File: config.mk
export PLATFORM = sky130hd
export DESIGN_NAME = window_gen_3x3
export DESIGN_NICKNAME = d
export VERILOG_FILES = /design/src/rtl/cnn_pkg.sv /design/src/rtl/line_buffer.sv /design/src/rtl/window_gen_3x3.sv
export SDC_FILE = /design/constraint.sdc
export NUM_CORES = 1
export LEC_CHECK = 0
export CAP_MARGIN = 10
export CORE_ASPECT_RATIO = 1.1
export CORE_UTILIZATION = 45
export CTS_BUF_LIST = sky130_fd_sc_hd__clkbuf_2
export DETAILED_ROUTE_END_ITERATION = 10
export GPL_TIMING_DRIVEN = 0
export HOLD_SLACK_MARGIN = 0.12
export PLACE_DENSITY_LB_ADDON = 0.15
export SLEW_MARGIN = 10
export SYNTH_ARGS = -nofsm -noshare
export SYNTH_HDL_FRONTEND = slang
export SYNTH_SLANG_ARGS = --single-unit
File: constraint.sdc
create_clock -name clk -period 2.1 [get_ports clk]
set_clock_uncertainty 0.2 [all_clocks]
set_input_delay 0.525 -clock clk [delete_from_list [all_inputs] [get_ports clk]]
set_output_delay 0.525 -clock clk [all_outputs]
set_load 0.05 [all_outputs]
File: src/rtl/cnn_pkg.sv
// -----------------------------------------------------------------------------
// cnn_pkg
// Shared definitions for the binary-pixel CNN datapath.
//   - Default image geometry (IMG_W_DEF x IMG_H_DEF).
//   - 3x3 window bit positions: bit 3*r+c, r=0 top row, c=0 left column.
//   - win_t: the 9-bit window vector handed to MAC_UNIT a[8:0].
// -----------------------------------------------------------------------------
package cnn_pkg;

  localparam int IMG_W_DEF = 32;
  localparam int IMG_H_DEF = 32;

  localparam int WIN_BITS = 9;

  localparam int WIN_TL = 0;
  localparam int WIN_TC = 1;
  localparam int WIN_TR = 2;
  localparam int WIN_ML = 3;
  localparam int WIN_C  = 4;
  localparam int WIN_MR = 5;
  localparam int WIN_BL = 6;
  localparam int WIN_BC = 7;
  localparam int WIN_BR = 8;

  typedef logic [WIN_BITS-1:0] win_t;

endpackage

File: src/rtl/line_buffer.sv
// -----------------------------------------------------------------------------
// line_buffer
// One image line of 1-bit pixels. Asynchronous read and synchronous write at
// the same index, so a caller sees the old contents in the cycle it writes.
// Ports:
//   clk        rising-edge clock
//   i_wr_en    write enable (one accepted pixel beat)
//   i_addr     column index
//   i_wr_data  pixel written at i_addr
//   o_rd_data  pixel currently stored at i_addr
// -----------------------------------------------------------------------------
module line_buffer #(
  parameter int DEPTH = 32,
  parameter int AW    = $clog2(DEPTH)
) (
  input  logic          clk,
  input  logic          i_wr_en,
  input  logic [AW-1:0] i_addr,
  input  logic          i_wr_data,
  output logic          o_rd_data
);

  logic r_mem [DEPTH];

  assign o_rd_data = r_mem[i_addr];

  // NOTE: storage has no reset; the first two lines of every frame overwrite
  // it before any window that depends on it can be emitted.
  always_ff @(posedge clk) begin
    if (i_wr_en) r_mem[i_addr] <= i_wr_data;
  end

endmodule

File: src/rtl/window_gen_3x3.sv
// -----------------------------------------------------------------------------
// window_gen_3x3
// Streaming 3x3 sliding-window generator. Takes one binary pixel per accepted
// beat in raster order, keeps two previous lines, and emits every fully
// interior 3x3 window (stride 1, no padding) one cycle after the beat that
// completes it.
// Ports:
//   clk, rst    clock, asynchronous active-high reset
//   in_valid    pixel beat valid
//   in_pixel    pixel value
//   in_sof      beat is pixel (0,0); aborts any partial frame
//   in_ready    beat can be accepted (!out_valid || out_ready)
//   out_valid   out_win/out_row/out_col/out_last hold a window
//   out_win     window, bit 3*r+c (r=0 top, c=0 left)
//   out_row     row of window centre
//   out_col     column of window centre
//   out_last    last window of the frame
//   out_ready   downstream accepts the window
// -----------------------------------------------------------------------------
module window_gen_3x3
  import cnn_pkg::*;
#(
  parameter int IMG_W = IMG_W_DEF,
  parameter int IMG_H = IMG_H_DEF,
  parameter int CW    = $clog2(IMG_W),
  parameter int RW    = $clog2(IMG_H)
) (
  input  logic          clk,
  input  logic          rst,
  input  logic          in_valid,
  input  logic          in_pixel,
  input  logic          in_sof,
  output logic          in_ready,
  output logic          out_valid,
  output win_t          out_win,
  output logic [RW-1:0] out_row,
  output logic [CW-1:0] out_col,
  output logic          out_last,
  input  logic          out_ready
);

  localparam logic [CW-1:0] COL_LAST = CW'(IMG_W - 1);
  localparam logic [RW-1:0] ROW_LAST = RW'(IMG_H - 1);

  logic [CW-1:0] r_col;
  logic [RW-1:0] r_row;
  win_t          r_win;

  logic          w_accept;
  logic [CW-1:0] w_col;
  logic [RW-1:0] w_row;
  logic          w_qualify;
  logic          w_lb1;   // pixel one line above
  logic          w_lb2;   // pixel two lines above
  win_t          w_win_next;

  // Holding a window blocks input; taking it frees the slot in the same cycle.
  assign in_ready = !out_valid || out_ready;
  assign w_accept = in_valid && in_ready;

  // Start of frame overrides the counters for the beat that carries it.
  assign w_col = in_sof ? '0 : r_col;
  assign w_row = in_sof ? '0 : r_row;

  assign w_qualify = (w_row >= RW'(2)) && (w_col >= CW'(2));

  // Read-before-write lets line 1 cascade into line 2 at the same column.
  line_buffer #(.DEPTH(IMG_W), .AW(CW)) u_lb1 (
    .clk       (clk),
    .i_wr_en   (w_accept),
    .i_addr    (w_col),
    .i_wr_data (in_pixel),
    .o_rd_data (w_lb1)
  );

  line_buffer #(.DEPTH(IMG_W), .AW(CW)) u_lb2 (
    .clk       (clk),
    .i_wr_en   (w_accept),
    .i_addr    (w_col),
    .i_wr_data (w_lb1),
    .o_rd_data (w_lb2)
  );

  // Shift window left; the new right column is {line2, line1, incoming}.
  always_comb begin
    // NOTE: default assignment first keeps this block free of inferred latches.
    w_win_next         = r_win;
    w_win_next[WIN_TL] = r_win[WIN_TC];
    w_win_next[WIN_TC] = r_win[WIN_TR];
    w_win_next[WIN_TR] = w_lb2;
    w_win_next[WIN_ML] = r_win[WIN_C];
    w_win_next[WIN_C]  = r_win[WIN_MR];
    w_win_next[WIN_MR] = w_lb1;
    w_win_next[WIN_BL] = r_win[WIN_BC];
    w_win_next[WIN_BC] = r_win[WIN_BR];
    w_win_next[WIN_BR] = in_pixel;
  end

  // NOTE: non-blocking assignments so every register samples pre-edge values.
  always_ff @(posedge clk or posedge rst) begin
    if (rst) begin
      r_col     <= '0;
      r_row     <= '0;
      r_win     <= '0;
      out_valid <= 1'b0;
      out_row   <= '0;
      out_col   <= '0;
      out_last  <= 1'b0;
    end else if (w_accept) begin
      r_win <= w_win_next;
      if (w_col == COL_LAST) begin
        r_col <= '0;
        r_row <= (w_row == ROW_LAST) ? '0 : w_row + RW'(1);
      end else begin
        r_col <= w_col + CW'(1);
        r_row <= w_row;
      end
      // A non-qualifying beat still clears out_valid: the held window was
      // consumed, otherwise in_ready would have been low.
      out_valid <= w_qualify;
      if (w_qualify) begin
        out_row  <= w_row - RW'(1);
        out_col  <= w_col - CW'(1);
        out_last <= (w_row == ROW_LAST) && (w_col == COL_LAST);
      end
    end else if (out_ready) begin
      out_valid <= 1'b0;
    end
  end

  assign out_win = r_win;

endmodule
[After elaboration in Yosys (flattened, before gate mapping)]
Memories as Yosys holds them, arrays and structs flattened. A register that Yosys moved wholly into a read port is not among the register bits.
Index checks and enable logic that the tools add are counted.
Storage, ports and cells
  memories: 2
  input port bits: 6
  bits in writable memories: 64
  logic and storage cells: 33
  output and inout port bits: 22
  register bits: 31
Memory list
  u_lb1.r_mem: depth 32, width 1, rd ports 1, clocked after Yosys merged registers in 0, wr ports 1, line line_buffer.sv:23  | logic r_mem [DEPTH];
  u_lb2.r_mem: depth 32, width 1, rd ports 1, clocked after Yosys merged registers in 1, wr ports 1, line line_buffer.sv:23
Operators by class
  magnitude comparators: 2
  reductions and logical operators: 7
  equality and inequality tests: 2
  mux-type cells: 9
  add/sub/neg operators: 4
Operators with widths (count)
  5-bit two-way mux: 5
  5-bit by 1-bit adder with 5-bit output (second input constant): 2
  5-bit == test (second input constant): 2
  5-bit by 2-bit >= comparator with 1-bit output (second input constant): 2
  5-bit by 1-bit subtractor with 5-bit output (second input constant): 2
  1-bit two-way mux: 4
  1-bit logical AND: 3
  2-bit AND reduction: 1
  2-bit nonzero test: 1
  1-bit zero test: 1
  1-bit logical OR: 1

[Depth between registers and ports, before layout]
Gate-level depths: netlist (run 1).
  depth after elaboration: 5
  gate-level depth with buffers: 12
  depth with buffers taken out: 9

[By module]
From an unflattened synthesis (run 1), not the netlist that was laid out.
Unflattened totals
  cells, all modules: 388
  area, all modules: 4614.4 µm²
Modules (own cells, without submodules)
  line_buffer: sequential area each 960.9 µm², area each 1481.4 µm², cells each 109, times used 2
  window_gen_3x3: sequential area each 775.7 µm², area each 1651.6 µm², cells each 170, times used 1

[Worst setup path after synthesis (run 1)]
No wires, ideal clock.
  kind: input -> register
  start: in in_sof
  end: reg r_row[3]
  path buffers: 2
  arrival: 2.139 ns
  cell stages on the path: 9
  library setup time: 0.110 ns
  data required time: 1.790 ns
  path slack: -0.349 ns
  cells stage by stage: buf_4 -> nand2b_1 -> inv_1 -> ha_1 -> and3_1 -> ha_1 -> clkbuf_1 -> nand2_1 -> o41ai_1
On the way
  longest elaborated chain between the ends: 4
  elaborated cells between the ends (all ways): 7
  those cells by class: add/sub: 1; eq/ne: 2; mux: 4
RTL lines
  start: declaration: line window_gen_3x3.sv:32  | input logic in_sof,
  5-bit two-way mux: line window_gen_3x3.sv:63  | assign w_row = in_sof ? '0 : r_row;
  5-bit by 1-bit adder with 5-bit output or 5-bit == test (tied branches): line window_gen_3x3.sv:113  | r_row <= (w_row == ROW_LAST) ? '0 : w_row + RW'(1);
  5-bit two-way mux: line window_gen_3x3.sv:113
  5-bit two-way mux *: line window_gen_3x3.sv:111  | if (w_col == COL_LAST) begin
  end signal: assignment: line window_gen_3x3.sv:113
  end signal: assignment: line window_gen_3x3.sv:116  | r_row <= w_row;
  end: declaration: line window_gen_3x3.sv:46  | logic [RW-1:0] r_row;
Every way passes the cells marked *; elsewhere a longest branch is shown, timed or not.
A chain may end at the register's enable or synchronous reset.

[Worst setup path in the final report (run 1)]
  start: reg r_col[0]
  end: mem u_lb2.r_mem[11] (data pin)
On the way
  longest elaborated chain between the ends: 2
RTL lines
  start: declaration: line window_gen_3x3.sv:45  | logic [CW-1:0] r_col;
  start signal: assignment: line window_gen_3x3.sv:115  | r_col <= w_col + CW'(1);
  5-bit two-way mux: line window_gen_3x3.sv:62  | assign w_col = in_sof ? '0 : r_col;
  memory read 32 x 1 bit
  end: declaration: line line_buffer.sv:23
No other way between the ends.

==> results of run 1 <==
[cell families (layout without fill, tap and decap cells)]
logic type	Yosys count	after routing	share of synthesized area [%]
and+or+nand+nor	138	141	14.3
AOI/OAI and AO/OA	71	71	11.7
buffers and inverters	32	102	4.28
DFF	95	95	62.7
adders and majority gates	5	5	1.45
xor gates and xnor gates	5	5	1.02
muxes	19	19	4.51
[worst min-delay path, stage by stage, from the launching register on]
cell and delay, ps:
dfrtp_1 400, nand2_1 50, nand2_1 60
[state kept, by name, summed over array words and instances (netlist names)]
signal	flops
out_col	5
out_last	1
out_valid	1
r_row	5
u_lb1.r_mem	32
r_col	5
out_win	9
out_row	5
u_lb2.r_mem	32
[metal layers]
metal	vias up	track usage, %	share of wire (%)
li1	1473	-	-
met1	1579	30.7	41
met2	91	37.6	50
met3	29	3.06	5.5
met4	0	11.5	3.3
met5	-	0	0
[final cells by class]
cell class / count / area (um2)
inverters: 11 / 53.8
clock buffers: 11 / 55.1
plain buffers: 21 / 215
fillers: 788 / 3870
well taps: 117 / 146
repair buffers: 54 / 469
multi-input cells: 241 / 1730
flip-flops and latches: 95 / 2700
clock inverters: 5 / 58.8
[power breakdown]
group          switching (mW)  internal (mW)
registers              0.0775           2.20
clock network           0.610          0.285
logic                    1.03          0.521
[worst max-delay path by stage]
stage / end / slack (ps) / cells past startpoint
after floorplan: out_row[1] / -9 / 10
after global placement: u_lb2.r_mem[21] / -910 / 7
after detailed placement: u_lb2.r_mem[13] / -950 / 7
after CTS: u_lb2.r_mem[13] / -230 / 5
after global routing: u_lb2.r_mem[14] / -310 / 6
final: u_lb2.r_mem[11] / -290 / 6
[metrics by stage]
stage | hold WS, ps | area, um2 | util (%) | TNS [ps]
3_3_place_gp | 258 | 4820 | 51.8 | -101230
6_report | 311 | 5430 | 58.4 | -8800
4_1_cts | 324 | 5180 | 55.7 | -7140
2_1_floorplan | 304 | 4400 | - | -8.97
5_1_grt | 340 | 5430 | 58.4 | -9930
3_5_place_dp | 274 | 4840 | 52.1 | -101700
[layout by cell type (no fill, tap or decap), drive strengths merged, types with 6 or more instances in the layout]
master	n
edfxtp	64
a21oi	9
inv	9
o21ai	19
nand3	10
nor2	46
a221oi	9
nand2	57
dfrtp	31
clkbuf	18
nor3	6
mux2i	16
buf	62
a211oi	8
[what timing repair did]
item                                    4_1_cts  5_1_grt
hold endpoints to repair                     11        0
setup buffers                                13        9
hold buffers                                  1        0
gates cloned                                  3        2
pin swaps                                     7       11
endpoints found under the setup margin      120       73
gates resized for setup                     141       45
==> metrics, run 1 <==
Initial Utilization=46.2%; initial DRC count=234; slowest CP cell=dfrtp_2; R2R Path Start=r_col[0]; Seq/Total Area, Yosys=62.7%; post-place setup slack=-947 ps; Synth Cell Area=4300 um2; DRC=0; failing checks=setup timing; synth cell count leaders=edfxtp_1 (64), nand2_1 (54), nor2_1 (46); Critical Path End Type=flip-flop; post-layout net count=about 440; Pre-antenna DRT Iters=4; Yosys cell types=51; critical path peak fanout=8; R2R cell count=6; share of cells above drive strength 1=31.1%; worst path cell trace=mux2_4 > a221o_1 > o211ai_1 > o221a_4 > buf_12 > nand2_8; min Tclk post-route=2390 ps; Yosys top cell area share=44.7%; Area growth syn-to-layout=26.4%; I/O pin count=28; # placed instances=510; Routed wire per std cell=approximately 20 um; Die X=around 95 um; worst endpoint data arrival time=2530 ps; Max-Cap Viols=0; Mapped Nets=approximately 380; largest net degree at the start of global routing=34; Root Buffer=clkbuf_2; largest area contributor in the netlist=edfxtp_1; vias in the first global route=3089; Hold Violations, Final=0; via count=3172; Slew Limit Fails=0; most common flop cell mapped by yosys=edfxtp_1; chip height=105 um; CP Launch Type=flip-flop; Num CTS Buffers=9; Diodes inserted=0; worst setup margin=-294 ps; end of the worst register-to-register path=u_lb2.r_mem[11]; CTS clock-pin slew for the worst setup and hold paths=around 270 ps; maximum vdd ir drop=roughly 0.5 mV; site row count=37; first-pass GRT wire length=approximately 17000 um; WHS Path Cells=2; Worst slew margin=61.2%; Fmax=0.418 GHz; kind of critical path=reg -> reg; min-delay src=out_win[0]; core box area=about 9300 um2; Yosys Warn Count=0; via/cell ratio=5.72; Post-synth EDFFs=64; H-Tree Depth=3; hpwl dp=approximately 6800 um; final setup fails=35; Hold Path Class=reg -> reg; measured slew at the worst slew-check pin=580 ps; R2R setup slack=-290 ps; Total Power=approximately 4.7 mW; RSZ-0062 raised after global routing=yes; IO buf count=27; Post-Syn Instances=365; clk sink count=95; #FFs+latches synth=95; crit-path leading delay family=compound AO/OA/AOI/OAI gates; Clk Latency, worst-skew pair=approximately 570 ps; initial antenna violation count=0; Worst Hold Path EP=out_win[0]; WP buf/inv=1; Longest Clk Path Bufs=2; Routed Wire Length=11100 um; Total Routing Usage GR=23.4%; synth top area cells=edfxtp_1 (45%), dfrtp_1 (18%), nand2_1 (4.7%); post-route ant nets=0; die area=9950 um2; Pwr Density=869 nW/um2; status=finished with violations; GPL Wtd Cong=0.880; Req. time, crit path=2230 ps; fin cells=about 560; CTS tree=yes; FFs w/ async S/R, synth=roughly 33%; global route overflow=0; Tcrit/Tclk final=114%; Leak Pwr=2.11 nW; Critical path origin=r_col[0]; count leader, synth=edfxtp_1; Critical Path Max Stage Delay=510 ps; Syn Area/Cell=11.8 um2
Power figures use the tool's default switching activity.
==> inputs of run 2 (changes only) <==
--- a/config.mk
+++ b/config.mk
@@ -7,7 +7,7 @@
 export LEC_CHECK = 0
 export CAP_MARGIN = 10
 export CORE_ASPECT_RATIO = 1.1
-export CORE_UTILIZATION = 45
+export CORE_UTILIZATION = 55
 export CTS_BUF_LIST = sky130_fd_sc_hd__clkbuf_2
 export DETAILED_ROUTE_END_ITERATION = 10
 export GPL_TIMING_DRIVEN = 0
==> run 2 against run 1 <==
Effect of this change:
- the flow still finishes with violations (setup timing)
- first-iteration DRC count is 15% lower
- count of clock-buffer cells in the layout increased by 2
- flip-flop and latch count unchanged
- critical path depth fell by 1
- fmax grew 4.3%
- largest cell class unchanged
==> metrics, run 2 (synthesis gave the netlist of run 1 again) <==
status=finished with violations (unchanged); failing checks=setup timing (unchanged); cts hold-fix bufs=0 (was 1); Diodes inserted=0 (unchanged); Hold Slack=162 ps (was 311 ps); Total Routing Usage GR=27.6% (was 23.4%); chip height=94.7 um (was 105 um); post-route ant nets=0 (unchanged); # placed instances=497 (was 510); core box area=7510 um2 (was 9310 um2); vias in the first global route=3121 (was 3089); kind of critical path=reg -> reg (unchanged); critical path peak fanout=16 (was 8); Initial Utilization=57.2% (was 46.2%); site row count=33 (was 37); measured slew at the worst slew-check pin=1100 ps (was 580 ps); die area=8180 um2 (was 9950 um2); clk sink count=95 (unchanged); largest net degree at the start of global routing=34 (unchanged); final setup fails=34 (was 35); IO buf count=27 (unchanged); Tcrit/Tclk final=109% (was 114%); H-Tree Depth=3 (unchanged); CTS tree=yes (unchanged); GPL Wtd Cong=0.854 (was 0.880); Critical Path End Type=flip-flop (unchanged); most frequent cells in the layout=edfxtp_1 (64), nand2_1 (51), nor2_1 (35) (was edfxtp_1 (64), nand2_1 (50), nor2_1 (41)); Max-Cap Viols=0 (unchanged); commonest non-fill, non-tap cell in the layout=edfxtp_1 (unchanged); global route overflow=0 (unchanged); Longest Clk Path Bufs=2 (unchanged); # fillers=556 (was 788); Routed Wire Length=10600 um (was 11100 um); post-layout net count=433 (was 444); fin cells=532 (was 555); DRC=0 (unchanged); Slew Limit Fails=0 (unchanged); Req. time, crit path=2200 ps (was 2230 ps); maximum vdd ir drop=0.645 mV (was 0.494 mV); via count=3198 (was 3172); Worst slew margin=26.1% (was 61.2%); worst setup margin=-195 ps (was -294 ps); Root Buffer=clkbuf_2 (unchanged); Clk Latency, worst-skew pair=550 ps (was 570 ps); Routed wire per std cell=19.9 um (about the same); Num CTS Buffers=9 (unchanged); Die X=86.3 um (was 95.2 um); hpwl dp=6580 um (was 6830 um); initial DRC count=198 (was 234); Pre-antenna DRT Iters=5 (was 4); Leak Pwr=2.04 nW (was 2.11 nW); share of cells above drive strength 1=31.4% (was 31.1%); initial antenna violation count=0 (unchanged); first-pass GRT wire length=16200 um (was 16900 um); Fmax=0.436 GHz (was 0.418 GHz); via/cell ratio=6.01 (was 5.72); CTS clock-pin slew for the worst setup and hold paths=240 ps (was 270 ps); worst endpoint data arrival time=2400 ps (was 2530 ps); CP Launch Type=flip-flop (unchanged); Pwr Density=868 nW/um2 (was 869 nW/um2); Hold Path Class=in -> async (was reg -> reg); Hold Violations, Final=0 (unchanged); Area growth syn-to-layout=22.0% (was 26.4%); I/O pin count=28 (unchanged); RSZ-0062 raised after global routing=yes (unchanged); min Tclk post-route=2300 ps (was 2390 ps)
run 2: changes by cell type in the layout (fill, tap and decap cells not counted), moves of 3 or more:
cell	before	now
nand2_8	4	1
nor2_2	4	10
clkbuf_2	12	15
nor2_1	41	35
clkdlybuf4s15_2	0	5
buf_12	5	2
buf_4	20	17
clkbuf_4	3	0
run 2: worst max-delay path: stages (launching register included):
cell and delay (ps):
dfrtp_2 500, mux2_4 310, a221o_1 320, o211ai_1 240, o221a_4 310, nand2_4 150
run 2: stage by stage:
stage | worst slack, ps | util [%] | area (um2) | total power, mW | setup TNS [ps]
3_3_place_gp | -803 | 63.9 | 4800 | 3.58 | -88870
3_5_place_dp | -830 | 63.9 | 4800 | 3.61 | -92850
5_1_grt | -171 | 69.8 | 5250 | 4.74 | -5060
4_1_cts | -167 | 69.2 | 5200 | 4.55 | -4690
6_report | -195 | 69.8 | 5250 | 4.56 | -5620
2_1_floorplan | -8.97 | - | 4400 | 3.19 | -8.97
run 2: final timing paths:
check / from / to / slack, ps / cells after the start
worst min-delay path: rst / r_row[1] / 160 / 2
worst max register to register: r_col[0] / u_lb2.r_mem[16] / -200 / 5
max in group asynchronous: rst / r_col[1] / 1080 / 2
min in group clk: out_win[6] / out_win[6] / 300 / 2
worst min register to register: out_win[6] / out_win[6] / 300 / 2
worst max-delay path: r_col[0] / u_lb2.r_mem[16] / -200 / 5
run 2: layout make-up:
class / count / area, um2 / area share, %
Sequential cell: 95 / 2700 / 51.5
Multi-Input combinational cell: 239 / 1690 / 32.2
Timing Repair Buffer: 45 / 350 / 6.68
Buffer: 21 / 211 / 4.03
Tap cell: 105 / 131 / 2.50
Clock buffer: 13 / 65.1 / 1.24
Inverter: 11 / 53.8 / 1.03
Clock inverter: 3 / 43.8 / 0.835
run 2: report_power, final:
group | switching [mW] | internal, mW | total, mW
clock | 0.582 | 0.296 | 0.879
combinational | 0.965 | 0.434 | 1.40
sequential | 0.0804 | 2.20 | 2.28
total | 1.63 | 2.93 | 4.56
run 2: per-layer routing:
layer	track usage (%)	wire, um	vias to the layer above
met5	0	0	-
met4	17.1	457	0
met3	3.76	547	39
met2	46.7	5380	137
met1	33.7	4220	1573
li1	-	-	1449
run 2: what timing repair did:
item | 4_1_cts | 5_1_grt
cloned | 3 | 0
resized for setup | 114 | 65
buffers inserted | 14 | 2
pin swaps | 10 | 4
setup endpoints to repair | 123 | 105
